<file path="src/rtl/id_ex_stage_pkg.sv">
// Shared types for the ID/EX stage: datapath widths, ALU select codes and
// the EX pipeline register layout.
package id_ex_stage_pkg;

  localparam int DATA_WIDTH     = 32;
  localparam int REG_ADDR_WIDTH = 5;

  localparam logic [3:0] ALU_ADD  = 4'h0;
  localparam logic [3:0] ALU_SUB  = 4'h1;
  localparam logic [3:0] ALU_AND  = 4'h2;
  localparam logic [3:0] ALU_OR   = 4'h3;
  localparam logic [3:0] ALU_XOR  = 4'h4;
  localparam logic [3:0] ALU_SLL  = 4'h5;
  localparam logic [3:0] ALU_SRL  = 4'h6;
  localparam logic [3:0] ALU_SRA  = 4'h7;
  localparam logic [3:0] ALU_SLT  = 4'h8;
  localparam logic [3:0] ALU_SLTU = 4'h9;
  localparam logic [3:0] ALU_NOP  = 4'hF;

  typedef struct packed {
    logic                      valid;
    logic [DATA_WIDTH-1:0]     pc;
    logic [DATA_WIDTH-1:0]     a;
    logic [DATA_WIDTH-1:0]     b;
    logic [3:0]                alu_sel;
    logic [DATA_WIDTH-1:0]     rs2_fwd;
    logic [REG_ADDR_WIDTH-1:0] rd_addr;
    logic                      rd_we;
    logic                      is_load;
  } ex_reg_t;

  // A bubble also zeroes the data fields so reset and bubble look identical.
  function automatic ex_reg_t bubble();
    ex_reg_t b;
    b         = '0;
    b.alu_sel = ALU_NOP;
    return b;
  endfunction

endpackage

</file>
<file path="src/rtl/id_ex_stage_if.sv">
// Decode-side, forwarding-side and EX-side signals of the ID/EX stage.
interface id_ex_stage_if;
  import id_ex_stage_pkg::*;

  logic                      id_valid;
  logic [DATA_WIDTH-1:0]     id_pc;
  logic [REG_ADDR_WIDTH-1:0] id_rs1_addr;
  logic [REG_ADDR_WIDTH-1:0] id_rs2_addr;
  logic [DATA_WIDTH-1:0]     id_rs1_data;
  logic [DATA_WIDTH-1:0]     id_rs2_data;
  logic [DATA_WIDTH-1:0]     id_imm;
  logic                      id_use_pc_a;
  logic                      id_use_imm_b;
  logic [3:0]                id_alu_sel;
  logic [REG_ADDR_WIDTH-1:0] id_rd_addr;
  logic                      id_rd_we;
  logic                      id_is_load;
  logic [DATA_WIDTH-1:0]     ex_result;
  logic [REG_ADDR_WIDTH-1:0] mem_rd_addr;
  logic                      mem_rd_we;
  logic [DATA_WIDTH-1:0]     mem_data;
  logic                      stall;
  logic                      flush;

  logic                      id_stall;
  logic                      ex_valid;
  logic [DATA_WIDTH-1:0]     ex_pc;
  logic [DATA_WIDTH-1:0]     ex_a;
  logic [DATA_WIDTH-1:0]     ex_b;
  logic [3:0]                ex_alu_sel;
  logic [DATA_WIDTH-1:0]     ex_rs2_fwd;
  logic [REG_ADDR_WIDTH-1:0] ex_rd_addr;
  logic                      ex_rd_we;
  logic                      ex_is_load;

  modport master (
    output id_valid, id_pc, id_rs1_addr, id_rs2_addr, id_rs1_data, id_rs2_data,
           id_imm, id_use_pc_a, id_use_imm_b, id_alu_sel, id_rd_addr, id_rd_we,
           id_is_load, ex_result, mem_rd_addr, mem_rd_we, mem_data, stall, flush,
    input  id_stall, ex_valid, ex_pc, ex_a, ex_b, ex_alu_sel, ex_rs2_fwd,
           ex_rd_addr, ex_rd_we, ex_is_load
  );

  modport slave (
    input  id_valid, id_pc, id_rs1_addr, id_rs2_addr, id_rs1_data, id_rs2_data,
           id_imm, id_use_pc_a, id_use_imm_b, id_alu_sel, id_rd_addr, id_rd_we,
           id_is_load, ex_result, mem_rd_addr, mem_rd_we, mem_data, stall, flush,
    output id_stall, ex_valid, ex_pc, ex_a, ex_b, ex_alu_sel, ex_rs2_fwd,
           ex_rd_addr, ex_rd_we, ex_is_load
  );

endinterface

</file>
<file path="src/rtl/id_ex_stage_operand_fwd_mux.sv">
// Per-operand forwarding select: EX result beats MEM data beats register file;
// x0 always reads the register file.
module operand_fwd_mux
  import id_ex_stage_pkg::*;
(
  input  logic [REG_ADDR_WIDTH-1:0] addr,
  input  logic [DATA_WIDTH-1:0]     rf_data,
  input  logic                      ex_valid,
  input  logic                      ex_rd_we,
  input  logic                      ex_is_load,
  input  logic [REG_ADDR_WIDTH-1:0] ex_rd_addr,
  input  logic [DATA_WIDTH-1:0]     ex_result,
  input  logic                      mem_rd_we,
  input  logic [REG_ADDR_WIDTH-1:0] mem_rd_addr,
  input  logic [DATA_WIDTH-1:0]     mem_data,
  output logic [DATA_WIDTH-1:0]     value
);

  // A load in EX has no data yet; that case is covered by the load-use stall.
  always_comb begin
    value = rf_data;
    if (addr != '0 && ex_valid && ex_rd_we && !ex_is_load && ex_rd_addr == addr)
      value = ex_result;
    else if (addr != '0 && mem_rd_we && mem_rd_addr == addr)
      value = mem_data;
  end

endmodule

</file>
<file path="src/rtl/id_ex_stage.sv">
// ID/EX pipeline register with EX/MEM operand forwarding and load-use
// bubble insertion.
module id_ex_stage
  import id_ex_stage_pkg::*;
(
  input logic          clk,
  input logic          rst,
  id_ex_stage_if.slave bus
);

  ex_reg_t               ex_q;
  ex_reg_t               capture;
  logic [DATA_WIDTH-1:0] fwd_rs1;
  logic [DATA_WIDTH-1:0] fwd_rs2;
  logic                  hazard;

  operand_fwd_mux u_fwd_rs1 (
    .addr        (bus.id_rs1_addr),
    .rf_data     (bus.id_rs1_data),
    .ex_valid    (ex_q.valid),
    .ex_rd_we    (ex_q.rd_we),
    .ex_is_load  (ex_q.is_load),
    .ex_rd_addr  (ex_q.rd_addr),
    .ex_result   (bus.ex_result),
    .mem_rd_we   (bus.mem_rd_we),
    .mem_rd_addr (bus.mem_rd_addr),
    .mem_data    (bus.mem_data),
    .value       (fwd_rs1)
  );

  operand_fwd_mux u_fwd_rs2 (
    .addr        (bus.id_rs2_addr),
    .rf_data     (bus.id_rs2_data),
    .ex_valid    (ex_q.valid),
    .ex_rd_we    (ex_q.rd_we),
    .ex_is_load  (ex_q.is_load),
    .ex_rd_addr  (ex_q.rd_addr),
    .ex_result   (bus.ex_result),
    .mem_rd_we   (bus.mem_rd_we),
    .mem_rd_addr (bus.mem_rd_addr),
    .mem_data    (bus.mem_data),
    .value       (fwd_rs2)
  );

  // rs2 is compared even for immediate forms; cheaper than decoding its use.
  assign hazard = bus.id_valid & ex_q.valid & ex_q.is_load & (ex_q.rd_addr != '0) &
                  ((ex_q.rd_addr == bus.id_rs1_addr) | (ex_q.rd_addr == bus.id_rs2_addr));

  assign bus.id_stall = hazard & ~bus.flush & ~bus.stall;

  always_comb begin
    capture         = '0;
    capture.valid   = 1'b1;
    capture.pc      = bus.id_pc;
    capture.a       = bus.id_use_pc_a ? bus.id_pc : fwd_rs1;
    capture.b       = bus.id_use_imm_b ? bus.id_imm : fwd_rs2;
    capture.alu_sel = bus.id_alu_sel;
    capture.rs2_fwd = fwd_rs2;
    capture.rd_addr = bus.id_rd_addr;
    capture.rd_we   = bus.id_rd_we;
    capture.is_load = bus.id_is_load;
  end

  // Flush beats stall; a stall holds everything so forwarding sources stay put.
  always_ff @(posedge clk or posedge rst) begin
    if (rst)
      ex_q <= bubble();
    else if (bus.flush)
      ex_q <= bubble();
    else if (!bus.stall) begin
      if (hazard)
        ex_q <= bubble();
      else if (bus.id_valid)
        ex_q <= capture;
      else
        ex_q <= bubble();
    end
  end

  assign bus.ex_valid   = ex_q.valid;
  assign bus.ex_pc      = ex_q.pc;
  assign bus.ex_a       = ex_q.a;
  assign bus.ex_b       = ex_q.b;
  assign bus.ex_alu_sel = ex_q.alu_sel;
  assign bus.ex_rs2_fwd = ex_q.rs2_fwd;
  assign bus.ex_rd_addr = ex_q.rd_addr;
  assign bus.ex_rd_we   = ex_q.rd_we;
  assign bus.ex_is_load = ex_q.is_load;

endmodule
</file>
<file path="src/flat_wrapper.sv">
// flat-port wrapper written by rule: the top's interface ports become plain ports
module id_ex_stage_flat import id_ex_stage_pkg::*;
  (clk, rst, bus_id_valid, bus_id_pc, bus_id_rs1_addr, bus_id_rs2_addr, bus_id_rs1_data, bus_id_rs2_data, bus_id_imm, bus_id_use_pc_a, bus_id_use_imm_b, bus_id_alu_sel, bus_id_rd_addr, bus_id_rd_we, bus_id_is_load, bus_ex_result, bus_mem_rd_addr, bus_mem_rd_we, bus_mem_data, bus_stall, bus_flush, bus_id_stall, bus_ex_valid, bus_ex_pc, bus_ex_a, bus_ex_b, bus_ex_alu_sel, bus_ex_rs2_fwd, bus_ex_rd_addr, bus_ex_rd_we, bus_ex_is_load);
  id_ex_stage_if bus_i ();
  input logic clk;
  input logic rst;
  input wire logic [$bits(bus_i.id_valid)-1:0] bus_id_valid;
  input wire logic [$bits(bus_i.id_pc)-1:0] bus_id_pc;
  input wire logic [$bits(bus_i.id_rs1_addr)-1:0] bus_id_rs1_addr;
  input wire logic [$bits(bus_i.id_rs2_addr)-1:0] bus_id_rs2_addr;
  input wire logic [$bits(bus_i.id_rs1_data)-1:0] bus_id_rs1_data;
  input wire logic [$bits(bus_i.id_rs2_data)-1:0] bus_id_rs2_data;
  input wire logic [$bits(bus_i.id_imm)-1:0] bus_id_imm;
  input wire logic [$bits(bus_i.id_use_pc_a)-1:0] bus_id_use_pc_a;
  input wire logic [$bits(bus_i.id_use_imm_b)-1:0] bus_id_use_imm_b;
  input wire logic [$bits(bus_i.id_alu_sel)-1:0] bus_id_alu_sel;
  input wire logic [$bits(bus_i.id_rd_addr)-1:0] bus_id_rd_addr;
  input wire logic [$bits(bus_i.id_rd_we)-1:0] bus_id_rd_we;
  input wire logic [$bits(bus_i.id_is_load)-1:0] bus_id_is_load;
  input wire logic [$bits(bus_i.ex_result)-1:0] bus_ex_result;
  input wire logic [$bits(bus_i.mem_rd_addr)-1:0] bus_mem_rd_addr;
  input wire logic [$bits(bus_i.mem_rd_we)-1:0] bus_mem_rd_we;
  input wire logic [$bits(bus_i.mem_data)-1:0] bus_mem_data;
  input wire logic [$bits(bus_i.stall)-1:0] bus_stall;
  input wire logic [$bits(bus_i.flush)-1:0] bus_flush;
  output wire logic [$bits(bus_i.id_stall)-1:0] bus_id_stall;
  output wire logic [$bits(bus_i.ex_valid)-1:0] bus_ex_valid;
  output wire logic [$bits(bus_i.ex_pc)-1:0] bus_ex_pc;
  output wire logic [$bits(bus_i.ex_a)-1:0] bus_ex_a;
  output wire logic [$bits(bus_i.ex_b)-1:0] bus_ex_b;
  output wire logic [$bits(bus_i.ex_alu_sel)-1:0] bus_ex_alu_sel;
  output wire logic [$bits(bus_i.ex_rs2_fwd)-1:0] bus_ex_rs2_fwd;
  output wire logic [$bits(bus_i.ex_rd_addr)-1:0] bus_ex_rd_addr;
  output wire logic [$bits(bus_i.ex_rd_we)-1:0] bus_ex_rd_we;
  output wire logic [$bits(bus_i.ex_is_load)-1:0] bus_ex_is_load;
  assign bus_i.id_valid = bus_id_valid;
  assign bus_i.id_pc = bus_id_pc;
  assign bus_i.id_rs1_addr = bus_id_rs1_addr;
  assign bus_i.id_rs2_addr = bus_id_rs2_addr;
  assign bus_i.id_rs1_data = bus_id_rs1_data;
  assign bus_i.id_rs2_data = bus_id_rs2_data;
  assign bus_i.id_imm = bus_id_imm;
  assign bus_i.id_use_pc_a = bus_id_use_pc_a;
  assign bus_i.id_use_imm_b = bus_id_use_imm_b;
  assign bus_i.id_alu_sel = bus_id_alu_sel;
  assign bus_i.id_rd_addr = bus_id_rd_addr;
  assign bus_i.id_rd_we = bus_id_rd_we;
  assign bus_i.id_is_load = bus_id_is_load;
  assign bus_i.ex_result = bus_ex_result;
  assign bus_i.mem_rd_addr = bus_mem_rd_addr;
  assign bus_i.mem_rd_we = bus_mem_rd_we;
  assign bus_i.mem_data = bus_mem_data;
  assign bus_i.stall = bus_stall;
  assign bus_i.flush = bus_flush;
  assign bus_id_stall = bus_i.id_stall;
  assign bus_ex_valid = bus_i.ex_valid;
  assign bus_ex_pc = bus_i.ex_pc;
  assign bus_ex_a = bus_i.ex_a;
  assign bus_ex_b = bus_i.ex_b;
  assign bus_ex_alu_sel = bus_i.ex_alu_sel;
  assign bus_ex_rs2_fwd = bus_i.ex_rs2_fwd;
  assign bus_ex_rd_addr = bus_i.ex_rd_addr;
  assign bus_ex_rd_we = bus_i.ex_rd_we;
  assign bus_ex_is_load = bus_i.ex_is_load;
  id_ex_stage u_core (.clk(clk), .rst(rst), .bus(bus_i));
endmodule
</file>
<file path="config.mk">
export PLATFORM = sky130hd
export DESIGN_NAME = id_ex_stage_flat
export DESIGN_NICKNAME = d
export VERILOG_FILES = /design/src/rtl/id_ex_stage_pkg.sv /design/src/rtl/id_ex_stage_if.sv /design/src/rtl/id_ex_stage_operand_fwd_mux.sv /design/src/rtl/id_ex_stage.sv /design/src/flat_wrapper.sv
export SDC_FILE = /design/constraint.sdc
export NUM_CORES = 1
export LEC_CHECK = 0
export CORE_ASPECT_RATIO = 0.75
export CORE_MARGIN = 1
export CORE_UTILIZATION = 30
export CTS_CLUSTER_DIAMETER = 50
export DETAILED_ROUTE_END_ITERATION = 10
export MAX_ROUTING_LAYER = met4
export PLACE_DENSITY_LB_ADDON = 0.25
export SLEW_MARGIN = 20
export SYNTH_ARGS = -nofsm -noshare
export SYNTH_HDL_FRONTEND = slang
export SYNTH_SLANG_ARGS = --single-unit
</file>
<file path="constraint.sdc">
create_clock -name clk -period 6.8 [get_ports clk]
set_input_delay 1.7 -clock clk [delete_from_list [all_inputs] [get_ports clk]]
set_output_delay 1.7 -clock clk [all_outputs]
set_load 0.02 [all_outputs]
</file>
==> metrics, run 1 <==
Worst Skew=23.4 ps; worst slack at placement=845 ps; Post-CTS Resized=0; Syn Inst Count=777; f_max=0.166 GHz; worst path cell trace=clkdlybuf4s50_1 > xnor2_2 > nand2_4 > o22a_4 > nor4bb_1 > clkdlybuf4s50_1; Congestion Overflow GR=0; H-tree depth=4; Routability Congestion=0.933; Iteration-0 DRC Markers=679; drt wl/cell=25.0 µm; Root Driver=clkbuf_16; CP dominant cell by count=clkdlybuf4s50_1; slowest cell on the critical path=clkdlybuf4s50_1; final worst slack=767 ps; Post-synth ARST share=1.00; Hold Violations, Final=0; Hold Buf Count CTS=0; TritonCTS clock tree=done; layout cells sized above 1=0.124; status=completed; die height=141 µm; RR Endpoint=u_core.bus.ex_b[31]$_DFFE_PP0P_; via count=8087; WP depth=6; Top Family by Delay on Critical Path=buffers and inverters; largest net degree at the start of global routing=91; Reg2Reg Depth=6; Final Util=0.482; synthesized area=0.00776 mm²; Layout Nets=1321; worst reg2reg startpoint=u_core.bus.ex_rd_addr[2]$_DFFE_PP0P_; ys flop type=dfrtp_1; number of synthesized flops with an enable pin=0; Initial DRT Pass Iterations=4; PwrDens=191 mW/mm²; Hold Crit Start=u_core.bus.ex_a[9]$_DFFE_PP0P_; crit path DAT=4330 ps; leakage power=4.69 nW; Worst Path Max Fanout=34; Worst setup SP type=primary input; post-synthesis sequential area ratio=0.452; count of cell types in the netlist=54; Final Slew Violations=0; max_slew headroom=0.330; Port Buf Inserts=366; final setup TNS=0 ps; final setup vio count=0; routed wire length=36100 µm; max_cap viols=0; clock-pin slew on the worst setup and hold paths=60 ps; worst path buffer plus inverter count=2; initial antenna violation count=2; postcts setup bufs=0; core area=0.0252 mm²; Min-Delay Endpoint=u_core.bus.ex_a[9]$_DFFE_PP0P_; hpwl dp=25500 µm; CP required=5100 ps; kind of critical path=primary input to primary output; Clk Latency, worst-skew pair=450 ps; Initial Utilization=0.308; area added between synthesis and finish=56.6%; clock buffer depth=2; Peak supply drop=0.158 mV; Tot GR Track Use=0.280; Warnings, synthesis=0; cts bufs inserted=17; RSZ-0062 raised after global routing=false; hold path depth=2; number of global-route vias before repair=7977; r2r setup slk=4080 ps; Worst path max stage delay=720 ps; syn_area_per_cell=9.99 µm²; chip width=188 µm; Mapped Nets=1003; remaining antenna violation count after routing=0; Critical Path End Type=primary output; #FFs+latches synth=140; Rows=50; io pins=367; first-pass GRT wire length=53300 µm; Vias/cell=5.58; Die Footprint=0.0265 mm²; Final min period=6030 ps; CTS sink cnt=140; crit share post-route=0.887; Residual DRC=0; Least-Margin Pin Slew=1010 ps; hold crit path type=flip-flop to flip-flop
[flip-flops by register name, indices dropped and copies added, names as in the netlist]
register and count:
u_core.bus.ex_valid 1, u_core.bus.ex_b 32, u_core.bus.ex_is_load 1, u_core.bus.ex_rs2_fwd 32
u_core.bus.ex_pc 32, u_core.bus.ex_alu_sel 4, u_core.bus.ex_rd_we 1, u_core.bus.ex_rd_addr 5
u_core.bus.ex_a 32
[stage by stage]
| step | total power [mW] | hold WS, ps | std cells | area, µm² |
|---|---|---|---|---|
| finish | 2.33 | 476 | 1448 | 12200 |
| global route | 2.42 | 499 | 1448 | 12200 |
| CTS | 2.34 | 479 | 1446 | 12200 |
| detailed placement | 1.42 | 465 | 1414 | 11600 |
| global placement | 1.42 | 460 | 1414 | 11600 |
| floorplan | 1.12 | 590 | 777 | 7760 |
[layer usage]
| layer | global-route usage | vias up | wire (µm) |
|---|---|---|---|
| li1 | - | 3629 | - |
| met1 | 0.393 | 4043 | 16800 |
| met2 | 0.391 | 387 | 15400 |
| met3 | 0.0799 | 28 | 3360 |
| met4 | 0.0719 | 0 | 552 |
| met5 | - | - | 0 |
[area by class of cell]
| type | count | area, µm² |
|---|---|---|
| diodes | 2 | 5.00 |
| clock inverters | 14 | 125 |
| well taps | 338 | 423 |
| fillers | 2375 | 13100 |
| inverters | 3 | 16.3 |
| clock buffers | 18 | 439 |
| flip-flops and latches | 140 | 3510 |
| multi-input cells | 549 | 3840 |
| repair buffers | 384 | 3800 |
[worst register-to-register path, stage by stage, from the launching register on]
cell and delay [ps]:
dfrtp_1 470, xnor2_1 290, nand2_4 300, o22a_4 380, o211ai_1 380, buf_4 540, o221ai_1 220
[report_power, final]
part	switching (mW)	leakage [nW]	internal (mW)
Clock	0.432	0.267	0.491
Sequential	0.0234	1.90	0.868
Combinational	0.269	2.53	0.244
[worst max-delay path by stage]
stage                     slack (ps)                        endpoint                from
after floorplan                 1350  u_core.bus.ex_a[0]$_DFFE_PP0P_                 rst
after global placement           860                    bus_id_stall  bus_id_rs2_addr[0]
after detailed placement         850                    bus_id_stall  bus_id_rs2_addr[0]
after CTS                        840                    bus_id_stall  bus_id_rs2_addr[0]
after global routing             750                    bus_id_stall  bus_id_rs2_addr[0]
final                            770                    bus_id_stall  bus_id_rs2_addr[0]
[cell usage after synthesis (all sizes together), types with 4 or more instances]
master	count	area share
buf	44	0.037
nor2	4	0.0019
and4	11	0.012
a211oi	10	0.0097
and3	22	0.018
clkbuf	41	0.020
o22ai	32	0.026
nand3	34	0.023
a31o	32	0.036
dfrtp	136	0.44
a221oi	22	0.041
o31ai	33	0.033
nand2	134	0.066
a22o	39	0.044
nor4	32	0.026
o22a	5	0.0068
o221ai	32	0.057
xnor2	15	0.018
dfstp	4	0.014
o21ai	65	0.042
[kinds of logic after synthesis]
group,synth area share
xor+xnor,0.0213
compound gates,0.306
simple gates,0.162
buf+inv,0.0588
flops,0.452
[layout by cell type, fill, tap and decap left out, drive strengths merged, types with 4 or more instances in the layout]
cell / synthesis / final
a221oi: 22 / 22
clkdlybuf4s50: 0 / 366
dfrtp: 136 / 136
o31ai: 33 / 33
and3: 22 / 22
nand2: 134 / 134
buf: 44 / 18
clkinvlp: 0 / 4
o21ai: 65 / 65
nor4: 32 / 32
inv: 3 / 12
o22a: 5 / 5
a22o: 39 / 39
a211oi: 10 / 10
nor2: 4 / 4
dfstp: 4 / 4
o221ai: 32 / 32
a31o: 32 / 32
and4: 11 / 11
nand3: 34 / 34
xnor2: 15 / 15
o22ai: 32 / 32
clkbuf: 41 / 18
(Power assumes the default switching activity.)
==> run 2: changes to the inputs <==
--- a/config.mk
+++ b/config.mk
@@ -10,6 +10,7 @@
 export CORE_UTILIZATION = 30
 export CTS_CLUSTER_DIAMETER = 50
 export DETAILED_ROUTE_END_ITERATION = 10
+export GPL_TIMING_DRIVEN = 0
 export MAX_ROUTING_LAYER = met4
 export PLACE_DENSITY_LB_ADDON = 0.25
 export SLEW_MARGIN = 20
==> constraint.sdc (replaced) <==
create_clock -name clk -period 6.75 [get_ports clk]
set_input_delay 1.6875 -clock clk [delete_from_list [all_inputs] [get_ports clk]]
set_output_delay 1.6875 -clock clk [all_outputs]
set_load 0.02 [all_outputs]
==> metrics, run 2 (synthesized netlist as in run 1, its figures left out) <==
cts bufs inserted=17 (unchanged); total power=2.46 mW (+5.8%); layout cells sized above 1=0.134 (+0.0108); Worst Skew=10.4 ps (-13.0 ps); leakage power=4.88 nW (+4.0%); area added between synthesis and finish=61.2%; Worst setup SP type=primary input; CP dominant cell by count=clkdlybuf4s50_1; final setup TNS=0 ps (unchanged); hold crit path type=flip-flop to flip-flop; Port Buf Inserts=365 (-0.27%); Logic pwr share=0.215 (-0.005); PwrDens=197 mW/mm² (+2.7%); core area=0.0252 mm² (unchanged); Initial DRT Pass Iterations=7 (+3); WHS=476 ps (-0.140 ps); Net Switching=0.700 mW (-3.3%); crit share post-route=0.863; met2 GRT Util=0.410 (+0.0187); CP required=5060 ps (-40 ps); worst path cell trace=clkdlybuf4s50_1 > xnor2_1 > nand3_1 > o22a_4 > nor4bb_1 > clkdlybuf4s50_1; Die Footprint=0.0265 mm² (unchanged); most common cell after layout, fill and taps aside=clkdlybuf4s50_1; largest net degree at the start of global routing=89 (-2.2%); gr busiest metal=met2; RSZ-0062 raised after global routing=false; first-pass GRT wire length=53900 µm (+1.1%); Iteration-0 DRC Markers=643 (-5.3%); worst path buffer plus inverter count=2 (unchanged); postcts setup bufs=0 (unchanged); Congestion Overflow GR=0 (unchanged); Tot GR Track Use=0.286 (+0.00572); remaining antenna violation count after routing=0 (unchanged); Post-CTS Resized=0 (unchanged); slowest cell on the critical path=clkdlybuf4s50_1; crit path DAT=4140 ps (-190 ps); Pint=1.76 mW (+9.9%); Final Slew Violations=0 (unchanged); die height=141 µm (unchanged); status=completed; met1 global-route usage=0.388 (-0.00533); via count=8249 (+2.0%); CTS sink cnt=140 (unchanged); Layout Nets=1388 (+5.1%); Critical Path End Type=primary output; H-tree depth=4 (unchanged); routed wire length=36800 µm (+1.9%); drt wl/cell=24.3 µm (-2.7%); Final Util=0.496 (+0.0142); Top Family by Delay on Critical Path=buffers and inverters; Multi-input gate area=0.00380 mm² (-1.1%); Residual DRC=0 (unchanged); Flop pwr share=0.365 (-0.018); Worst Path Max Fanout=7 (-79%); Filler cells=2339 (-1.5%); Hold Buf Count CTS=0 (unchanged); initial antenna violation count=3 (+1); max_cap viols=0 (unchanged); leading cell types in the layout, fill and taps excluded=clkdlybuf4s50_1 (365), dfrtp_1 (136), nand2_1 (133), clkbuf_1 (41), a22o_1 (39); Register Area=0.00351 mm² (unchanged); Sw Share=0.284 (-0.0267); clock-pin slew on the worst setup and hold paths=60 ps (about the same); met3 usage=0.0878 (+0.00791); Vias/cell=5.44 (-2.6%); Hold Violations, Final=0 (unchanged); Initial Utilization=0.308 (unchanged); TritonCTS clock tree=done; hpwl dp=28500 µm (+12%); io pins=367 (unchanged); Clk Latency, worst-skew pair=430 ps (-20 ps); max_slew headroom=0.467 (+0.137); Peak supply drop=0.178 mV (+12%); Clock power frac=0.420 (+0.024); number of global-route vias before repair=8422 (+5.6%); Least-Margin Pin Slew=796 ps (-209 ps); Routability Congestion=0.891 (-4.5%); Worst path max stage delay=680 ps (-40 ps); Rows=50 (unchanged); final setup vio count=0 (unchanged); chip width=188 µm (unchanged); Final min period=5830 ps; f_max=0.172 GHz; clock buffer depth=2 (unchanged); kind of critical path=primary input to primary output; Root Driver=clkbuf_16
run 2: final timing paths:
path | cells after the start | to | start | slack [ps]
setup / recovery | 6 | bus_id_stall | bus_id_rs2_addr[4] | 920
hold / removal | 2 | u_core.bus.ex_a[2]$_DFFE_PP0P_ | u_core.bus.ex_a[2]$_DFFE_PP0P_ | 480
setup reg to reg | 6 | u_core.bus.ex_b[29]$_DFFE_PP0P_ | u_core.bus.ex_rd_addr[3]$_DFFE_PP0P_ | 3920
hold reg to reg | 2 | u_core.bus.ex_a[2]$_DFFE_PP0P_ | u_core.bus.ex_a[2]$_DFFE_PP0P_ | 480
max in group asynchronous | 3 | u_core.bus.ex_rs2_fwd[23]$_DFFE_PP0P_ | rst | 4270
min in group asynchronous | 2 | u_core.bus.ex_rd_addr[0]$_DFFE_PP0P_ | rst | 1660
run 2: metrics by stage:
stage                     cell area [µm²]  std cells  setup WS [ps]
after floorplan                      7760        777           1320
after global placement              11800       1480          -1020
after detailed placement            11900       1481            939
after CTS                           12500       1513            944
after global routing                12500       1516            815
final                               12500       1516            921
run 2: per-layer routing:
layer  part of all wire  vias to the layer above
met5                  0                        -
met4              0.018                        0
met3              0.088                       42
met2               0.43                      396
met1               0.46                     4053
li1                   -                     3758
run 2: area by class of cell:
| cell class | count | area share |
|---|---|---|
| inverter | 3 | 0.00150 |
| antenna | 3 | 0.000600 |
| clock inverter | 12 | 0.0148 |
| buffer | 85 | 0.0356 |
| tap | 338 | 0.0338 |
| sequential | 140 | 0.280 |
| clock buffer | 20 | 0.0357 |
| multi-input combinational | 549 | 0.304 |
| timing repair buffer | 366 | 0.294 |
run 2: tightest hold or removal path, delay by kind of cell (launching register included):
family / cells / cell delay [ps]
AOI/OAI and AO/OA: 1 / 50
DFF: 1 / 340
and+or+nand+nor: 1 / 50
run 2: power by group through the flow:
| stage | Clock [mW] | Combinational (mW) | Sequential [mW] |
|---|---|---|---|
| finish | 1.03 | 0.530 | 0.898 |
| global route | 1.08 | 0.561 | 0.902 |
| CTS | 1.04 | 0.529 | 0.898 |
| detailed placement | 0 | 0.526 | 0.913 |
| global placement | 0 | 0.522 | 0.913 |
| floorplan | 0 | 0.177 | 0.953 |
==> run 3: changes to the inputs <==
==> constraint.sdc (replaced) <==
create_clock -name clk -period 6.75 [get_ports clk]
set_input_delay 0.675 -clock clk [delete_from_list [all_inputs] [get_ports clk]]
set_output_delay 0.675 -clock clk [all_outputs]
set_load 0.02 [all_outputs]
==> results of run 3 <==
The final DEF is identical to that of run 2. Status: completed.
Among the figures that moved: setup slack after placement 939 ps -> 2960 ps; setup slack after layout 921 ps -> 2950 ps
